<file path="src/rtl/hbnlstrip_pkg.sv">
// rtl/hbnlstrip_pkg.sv - shared character constants, states and byte classes for hbnlstrip
package hbnlstrip_pkg;

   localparam logic [6:0] HB_CR   = 7'h0d;
   localparam logic [6:0] HB_LF   = 7'h0a;
   localparam logic [6:0] HB_SP   = 7'h20;
   localparam logic [6:0] HB_TAB  = 7'h09;
   localparam logic [6:0] HB_IDLE = 7'h7f;

   typedef enum logic [1:0] {
      S_IDLE    = 2'd0,
      S_LINE    = 2'd1,
      S_DISCARD = 2'd2
   } state_t;

   typedef enum logic [1:0] {
      C_TERM  = 2'd0,
      C_WS    = 2'd1,
      C_CTRL  = 2'd2,
      C_PRINT = 2'd3
   } bclass_t;

endpackage

</file>
<file path="src/rtl/hbnlstrip.sv">
// rtl/hbnlstrip.sv - receive-side line normaliser ahead of the hexbus hex decoder
// Drops blank lines and control bytes, collapses whitespace, ends every line with one CR.
module hbnlstrip
   import hbnlstrip_pkg::*;
#(
   parameter int LGMAXLINE = 7
) (
   input  logic       i_clk,
   input  logic       i_reset,
   input  logic       i_stb,
   input  logic [6:0] i_byte,
   output logic       o_busy,
   output logic       o_stb,
   output logic [6:0] o_byte,
   input  logic       i_busy,
   output logic       o_overflow
);

   localparam logic [LGMAXLINE-1:0] MAXLINE  = '1;
   localparam logic [LGMAXLINE-1:0] COUNT_ONE = {{(LGMAXLINE-1){1'b0}}, 1'b1};

   function automatic bclass_t classify(input logic [6:0] c);
      if (c == HB_CR || c == HB_LF)
         return C_TERM;
      else if (c == HB_SP || c == HB_TAB)
         return C_WS;
      else if (c < 7'h20 || c == HB_IDLE)
         return C_CTRL;
      else
         return C_PRINT;
   endfunction

   state_t               state_q, state_d;
   logic [LGMAXLINE-1:0] count_q, count_d;
   logic                 last_sp_q, last_sp_d;
   logic                 stb_q, stb_d;
   logic [6:0]           byte_q, byte_d;
   logic                 overflow_q, overflow_d;
   logic                 accept;
   bclass_t              cls;

   assign o_busy     = stb_q && i_busy;
   assign accept     = i_stb && !o_busy;
   assign cls        = classify(i_byte);
   assign o_stb      = stb_q;
   assign o_byte     = byte_q;
   assign o_overflow = overflow_q;

   always_comb begin
      state_d    = state_q;
      count_d    = count_q;
      last_sp_d  = last_sp_q;
      overflow_d = 1'b0;
      // A stalled output register holds; a free one empties unless refilled below.
      if (o_busy) begin
         stb_d  = stb_q;
         byte_d = byte_q;
      end else begin
         stb_d  = 1'b0;
         byte_d = HB_IDLE;
      end

      if (accept && cls != C_CTRL) begin
         case (state_q)
            S_IDLE: begin
               if (cls == C_PRINT) begin
                  stb_d     = 1'b1;
                  byte_d    = i_byte;
                  count_d   = COUNT_ONE;
                  last_sp_d = 1'b0;
                  state_d   = S_LINE;
               end
            end
            S_LINE: begin
               if (cls == C_TERM) begin
                  stb_d     = 1'b1;
                  byte_d    = HB_CR;
                  count_d   = '0;
                  last_sp_d = 1'b0;
                  state_d   = S_IDLE;
               end else if (cls == C_PRINT) begin
                  if (count_q < MAXLINE) begin
                     stb_d     = 1'b1;
                     byte_d    = i_byte;
                     count_d   = count_q + COUNT_ONE;
                     last_sp_d = 1'b0;
                  end else begin
                     overflow_d = 1'b1;
                     state_d    = S_DISCARD;
                  end
               end else if (!last_sp_q && count_q < MAXLINE) begin
                  stb_d     = 1'b1;
                  byte_d    = HB_SP;
                  count_d   = count_q + COUNT_ONE;
                  last_sp_d = 1'b1;
               end
            end
            S_DISCARD: begin
               // The CR makes the decoder abandon the truncated command.
               if (cls == C_TERM) begin
                  stb_d     = 1'b1;
                  byte_d    = HB_CR;
                  count_d   = '0;
                  last_sp_d = 1'b0;
                  state_d   = S_IDLE;
               end
            end
            default: state_d = S_IDLE;
         endcase
      end
   end

   always_ff @(posedge i_clk) begin
      if (i_reset) begin
         state_q    <= S_IDLE;
         count_q    <= '0;
         last_sp_q  <= 1'b0;
         stb_q      <= 1'b0;
         byte_q     <= HB_IDLE;
         overflow_q <= 1'b0;
      end else begin
         state_q    <= state_d;
         count_q    <= count_d;
         last_sp_q  <= last_sp_d;
         stb_q      <= stb_d;
         byte_q     <= byte_d;
         overflow_q <= overflow_d;
      end
   end

endmodule
</file>
<file path="config.mk">
export PLATFORM = sky130hd
export DESIGN_NAME = hbnlstrip
export DESIGN_NICKNAME = d
export VERILOG_FILES = /design/src/rtl/hbnlstrip_pkg.sv /design/src/rtl/hbnlstrip.sv
export SDC_FILE = /design/constraint.sdc
export NUM_CORES = 1
export LEC_CHECK = 0
export ABC_AREA = 1
export CORE_ASPECT_RATIO = 1.25
export CORE_MARGIN = 1
export CORE_UTILIZATION = 53
export DETAILED_ROUTE_END_ITERATION = 10
export HOLD_SLACK_MARGIN = 0.12
export PLACE_DENSITY_LB_ADDON = 0.15
export SLEW_MARGIN = 10
export SYNTH_ARGS = -nofsm -noshare
export SYNTH_HDL_FRONTEND = slang
export SYNTH_SLANG_ARGS = --single-unit
</file>
<file path="constraint.sdc">
create_clock -name i_clk -period 2.8 [get_ports i_clk]
set_clock_uncertainty 0.05 [all_clocks]
set_input_delay 0.42 -clock i_clk [delete_from_list [all_inputs] [get_ports i_clk]]
set_output_delay 0.42 -clock i_clk [all_outputs]
set_load 0.02 [all_outputs]
</file>
Word level (Yosys, flattened, before mapping)
Index checks and enable logic that the tools add are counted.
{"block": "word_totals", "ff_bits": 19, "input_bits": 11, "out_inout_bits": 10}
{"block": "op_classes", "add_sub_neg": 1, "n_lt_le_gt_ge": 2, "n_eq_ne": 15, "muxes": 42, "bitwise_logic": 3, "reduce_logical": 15}
{"cell": "7-bit 2-to-1 mux", "count": 14}
{"cell": "7-bit case mux with 3 select lines", "count": 2}
{"cell": "7-bit by 4-bit equality test with 1-bit output, second input constant", "count": 3}
{"cell": "1-bit 2-to-1 mux", "count": 16}
{"cell": "2-bit 2-to-1 mux", "count": 7}
{"cell": "4-bit != test, second input constant", "count": 2}
{"cell": "7-bit by 1-bit adder with 7-bit output, second input constant", "count": 1}
{"cell": "7-bit by 6-bit equality test with 1-bit output, second input constant", "count": 1}
{"cell": "7-bit equality test, second input constant", "count": 1}
{"cell": "7-bit by 6-bit less-than comparator with 1-bit output, second input constant", "count": 1}
{"cell": "7-bit less-than comparator, second input constant", "count": 1}
{"cell": "2-bit != test, second input constant", "count": 3}
{"cell": "3-bit != test, second input constant", "count": 2}
{"cell": "1-bit case mux with 3 select lines", "count": 2}
{"cell": "2-bit case mux with 3 select lines", "count": 1}
{"cell": "6-bit AND reduction", "count": 1}
{"cell": "5-bit AND reduction", "count": 1}
{"cell": "5-bit OR reduction", "count": 1}
{"cell": "2-bit equality test, second input constant", "count": 2}
{"cell": "1-bit logical AND", "count": 4}
{"cell": "2-bit zero test", "count": 2}
{"cell": "1-bit logical OR", "count": 3}
{"cell": "1-bit inverter", "count": 3}
{"cell": "3-bit nonzero test", "count": 1}
{"cell": "other kinds (2)", "count": 3}

Logic depth before layout (Yosys ltp)
{"block": "depth", "depth_word": 10, "mapped_depth": 18, "ltp_nobuf": 17}

Worst setup path after synthesis
Ideal clock, no wire load.
{"block": "synth_timing", "path_type": "input to register", "from": "input i_byte[0]", "to": "register count_q[2]", "arrival_ns": 1.943, "t_required_ns": 2.636, "setup_slack_ns": 0.693, "cell_stages": 16, "path_cell_list": "inv_1 -> nor2_1 -> nand4_1 -> nand2_1 -> a21oi_1 -> inv_1 -> ha_1 -> inv_2 -> nand2_2 -> nand4_1 -> clkinv_1 -> nand2_1 -> nor2_2 -> buf_6 -> a21oi_1 -> nor2_1"}
{"block": "synth_via", "elab_chain_cells": 9, "word_cells_on_any_way": 24}
{"element": "from (decl)", "line": "hbnlstrip.sv:11", "text": "input logic [6:0] i_byte,"}
{"element": "7-bit by 6-bit less-than comparator with 1-bit output or 7-bit equality test (tied branches)", "line": "hbnlstrip.sv:27", "text": "else if (c < 7'h20 || c == HB_IDLE)"}
{"element": "1-bit logical OR", "line": "hbnlstrip.sv:27"}
{"element": "1-bit 2-to-1 mux", "line": "hbnlstrip.sv:27"}
{"element": "2-bit 2-to-1 mux", "line": "hbnlstrip.sv:25", "text": "else if (c == HB_SP || c == HB_TAB)"}
{"element": "2-bit 2-to-1 mux *", "line": "hbnlstrip.sv:23", "text": "if (c == HB_CR || c == HB_LF)"}
{"element": "2-bit equality test", "line": "hbnlstrip.sv:66, hbnlstrip.sv:81"}
{"element": "7-bit 2-to-1 mux", "line": "hbnlstrip.sv:81", "text": "end else if (cls == C_PRINT) begin"}
{"element": "7-bit 2-to-1 mux", "line": "hbnlstrip.sv:75", "text": "if (cls == C_TERM) begin"}
{"element": "7-bit case mux with 3 select lines", "line": "hbnlstrip.sv:64", "text": "case (state_q)"}
{"element": "to (signal assigned)", "line": "hbnlstrip.sv:123", "text": "count_q <= count_d;"}
{"element": "to (decl)", "line": "hbnlstrip.sv:34", "text": "logic [LGMAXLINE-1:0] count_q, count_d;"}
Every way passes the cells marked *; elsewhere a longest branch is shown, timed or not.
A chain may end at the register's enable or synchronous reset.

Worst setup path in the final report
{"block": "layout_timing", "from": "input i_byte[6]", "to": "register count_q[3]"}
The elaborated chain is that of the path after synthesis.

==> run summary <==
status: finished with violations
failing checks: design-rule violations
Fin. Hold Viols: 0
Setup TNS Final: 0 ps
Worst Tran Pin Value: 432.2 ps
overall power: 658.6 µW
setup ws final: 333.4 ps
PD cells: 390.8 nW/µm²
Tot GR Track Use: 24.67%
worst-skew pair later-pin latency: 290 ps
most common cell after layout, fill and taps aside: nand2_1
most frequent cells in the layout: nand2_1 (62), nor2_1 (29), inv_1 (28)
Peak VDD IR: 0.2426 mV
Post-CTS Hold Fix Bufs: 0
max-slew violations: 0
DIE WIDTH: 47.25 µm
crit share post-route: 88.09%
drt drc: 1
CP required: 2950 ps
CP startpoint kind: input port
DR iter-0 viols: 41
# resized after CTS: 0
Routed Antenna Nets: 0
die footprint: 2767 µm²
ant diodes: 0
Post-Syn Area: 1356 µm²
final hold slack: 449.2 ps
Yosys top cell by area: dfxtp_1
register area share after synthesis: 28.04%
CP Capture Point: count_q[3]
Mean Syn Cell Area: 6.193 µm²
Ys Warns: 0
placed cell area: 1659 µm²
post-route minimum period: 2467 ps
CTS Root Cell: clkbuf_4
Fmax: 405.4 MHz
final wirelength: 3.027 mm
drt wl/cell: 10.66 µm
R2R Path End: o_byte[5]
final global-route overflow total: 0
htree depth: 1
vias in the first global route: 1212
WS Path Type: in2reg
clk slew on worst S/H paths: 110 ps
worst-path maximum fanout: 6
register-to-register setup slack: 1000 ps
Synth area leaders: dfxtp_1 (28%), nand2_1 (17%), ha_1 (8.3%)
vias: 1402
cell depth of the worst setup path: 18
Buf/Inv on CP: 6
Max Cap Viol: 0
nets: 272
Die Height: 58.56 µm
Worst Hold Class: reg2reg
crit path max-delay cell type: clkdlybuf4s50_1
Num CTS Buffers: 3
Setup WS pre-CTS: 11.85 ps
Initial Util: 55.88%
Critical Path Start: i_byte[6]
most used cell, CP: nor2_1
share of layout cells above drive strength 1: 11.95%
Post-CTS Setup Inserts: 0
RSZ-0062 raised after global routing: no
Setup crit end kind: flop
CTS tree: done
Synth top area share: 28.04%
CTS sink count: 19
CP cell instances: clkdlybuf4s50_1 -> nor2_1 -> inv_1 -> nor2_1 -> nand4_1 -> nand2_1 -> a21oi_1 -> inv_1 -> ha_1 -> inv_2 -> nand2_2 -> nand4_1 -> clkinv_1 -> nand2_1 -> nor2_2 -> buf_4 -> a21oi_1 -> nor2_1
area delta synth->final: 24.26%
TritonRoute pass-1 iters: 7
final count of negative-setup-slack endpoints: 0
first-pass GRT wire length: 5.078 mm
Pleak: 0.8247 nW
cells after synthesis: 219
post-DP HPWL: 2.464 mm
number of top-level pins: 21
RR Startpoint: state_q[1]
row count: 20
Port Buffers: 20
cell area after layout: 1685 µm²
Longest Clk Path Bufs: 2
slowest cell delay on critical path: 500 ps
largest net degree at the start of global routing: 16
Reg2Reg Depth: 8
Rel. slew slack: 71.15%
DR vias/cell: 4.937
GP Congestion: 0.9771
Arr. time, crit path: 2620 ps
Post-Syn Nets: 239
core footprint: 2427 µm²
Netlist cell types: 21
family with the most delay on the worst path: buffers and inverters
initial antenna violation count: 0
flops & latches, synth: 19
-- worst min path at each step --
stage / from / end / slack, ps / cells past startpoint
global placement: last_sp_q / last_sp_q / 420 / 2
detailed placement: o_byte[4] / o_byte[4] / 420 / 2
global route: state_q[1] / state_q[1] / 490 / 2
finish: o_byte[4] / o_byte[4] / 450 / 2
CTS: o_byte[4] / o_byte[4] / 450 / 2
floorplan: last_sp_q / last_sp_q / 400 / 2
-- cells in the mapped netlist (all sizes together) --
library cell   n
a21oi         12
buf            3
clkinv         1
dfxtp         19
ha             9
inv           29
nand2         71
nand3         13
nand4         11
nor2          32
nor3           1
nor4           1
o21ai         13
or2            3
xnor2          1
-- layer usage --
layer / vias to the layer above / share of wire (%) / GRT usage [%]
met2: 44 / 48 / 40.51
met5: - / 0 / 0
li1: 757 / - / -
met1: 597 / 46 / 32.96
met4: 0 / 1.1 / 6.939
met3: 4 / 4.6 / 3.067
-- stage by stage --
step	utilization, %	std cells
global placement	68.35	280
detailed placement	68.35	280
CTS	69.43	284
global route	69.43	284
floorplan	-	219
finish	69.43	284
-- power by group --
group	internal (mW)	total [mW]	switching (mW)
combinational	0.0953	0.223	0.127
sequential	0.288	0.299	0.0109
clock	0.0554	0.137	0.0816
-- cell families after synthesis --
family / count (synthesis) / share of synthesized area, %
AO/OA/AOI/OAI: 25 / 9.225
buffers and inverters: 33 / 9.870
flip-flops: 19 / 28.04
AND/OR/NAND/NOR: 132 / 43.91
adder cells (fa/ha/maj): 9 / 8.303
XOR/XNOR: 1 / 0.6459
-- state kept, by name, indices dropped and copies added, names as in the netlist --
name and count:
o_overflow 1, o_byte 7, last_sp_q 1, count_q 7, state_q 2, o_stb 1
-- worst min-delay path: cells and delay by family (launching register included) --
family | cells | cell delay [ps]
flops | 1 | 340
simple gates | 1 | 50
compound gates | 1 | 80
-- area by class of cell --
cell class / instances / area (µm²)
clock buffers: 4 / 26.28
fillers: 242 / 742.0
inverters: 30 / 112.6
multi-input cells: 167 / 842.1
flip-flops and latches: 19 / 380.4
well taps: 33 / 41.29
repair buffers: 31 / 282.8
Power figures use the tool's default switching activity.
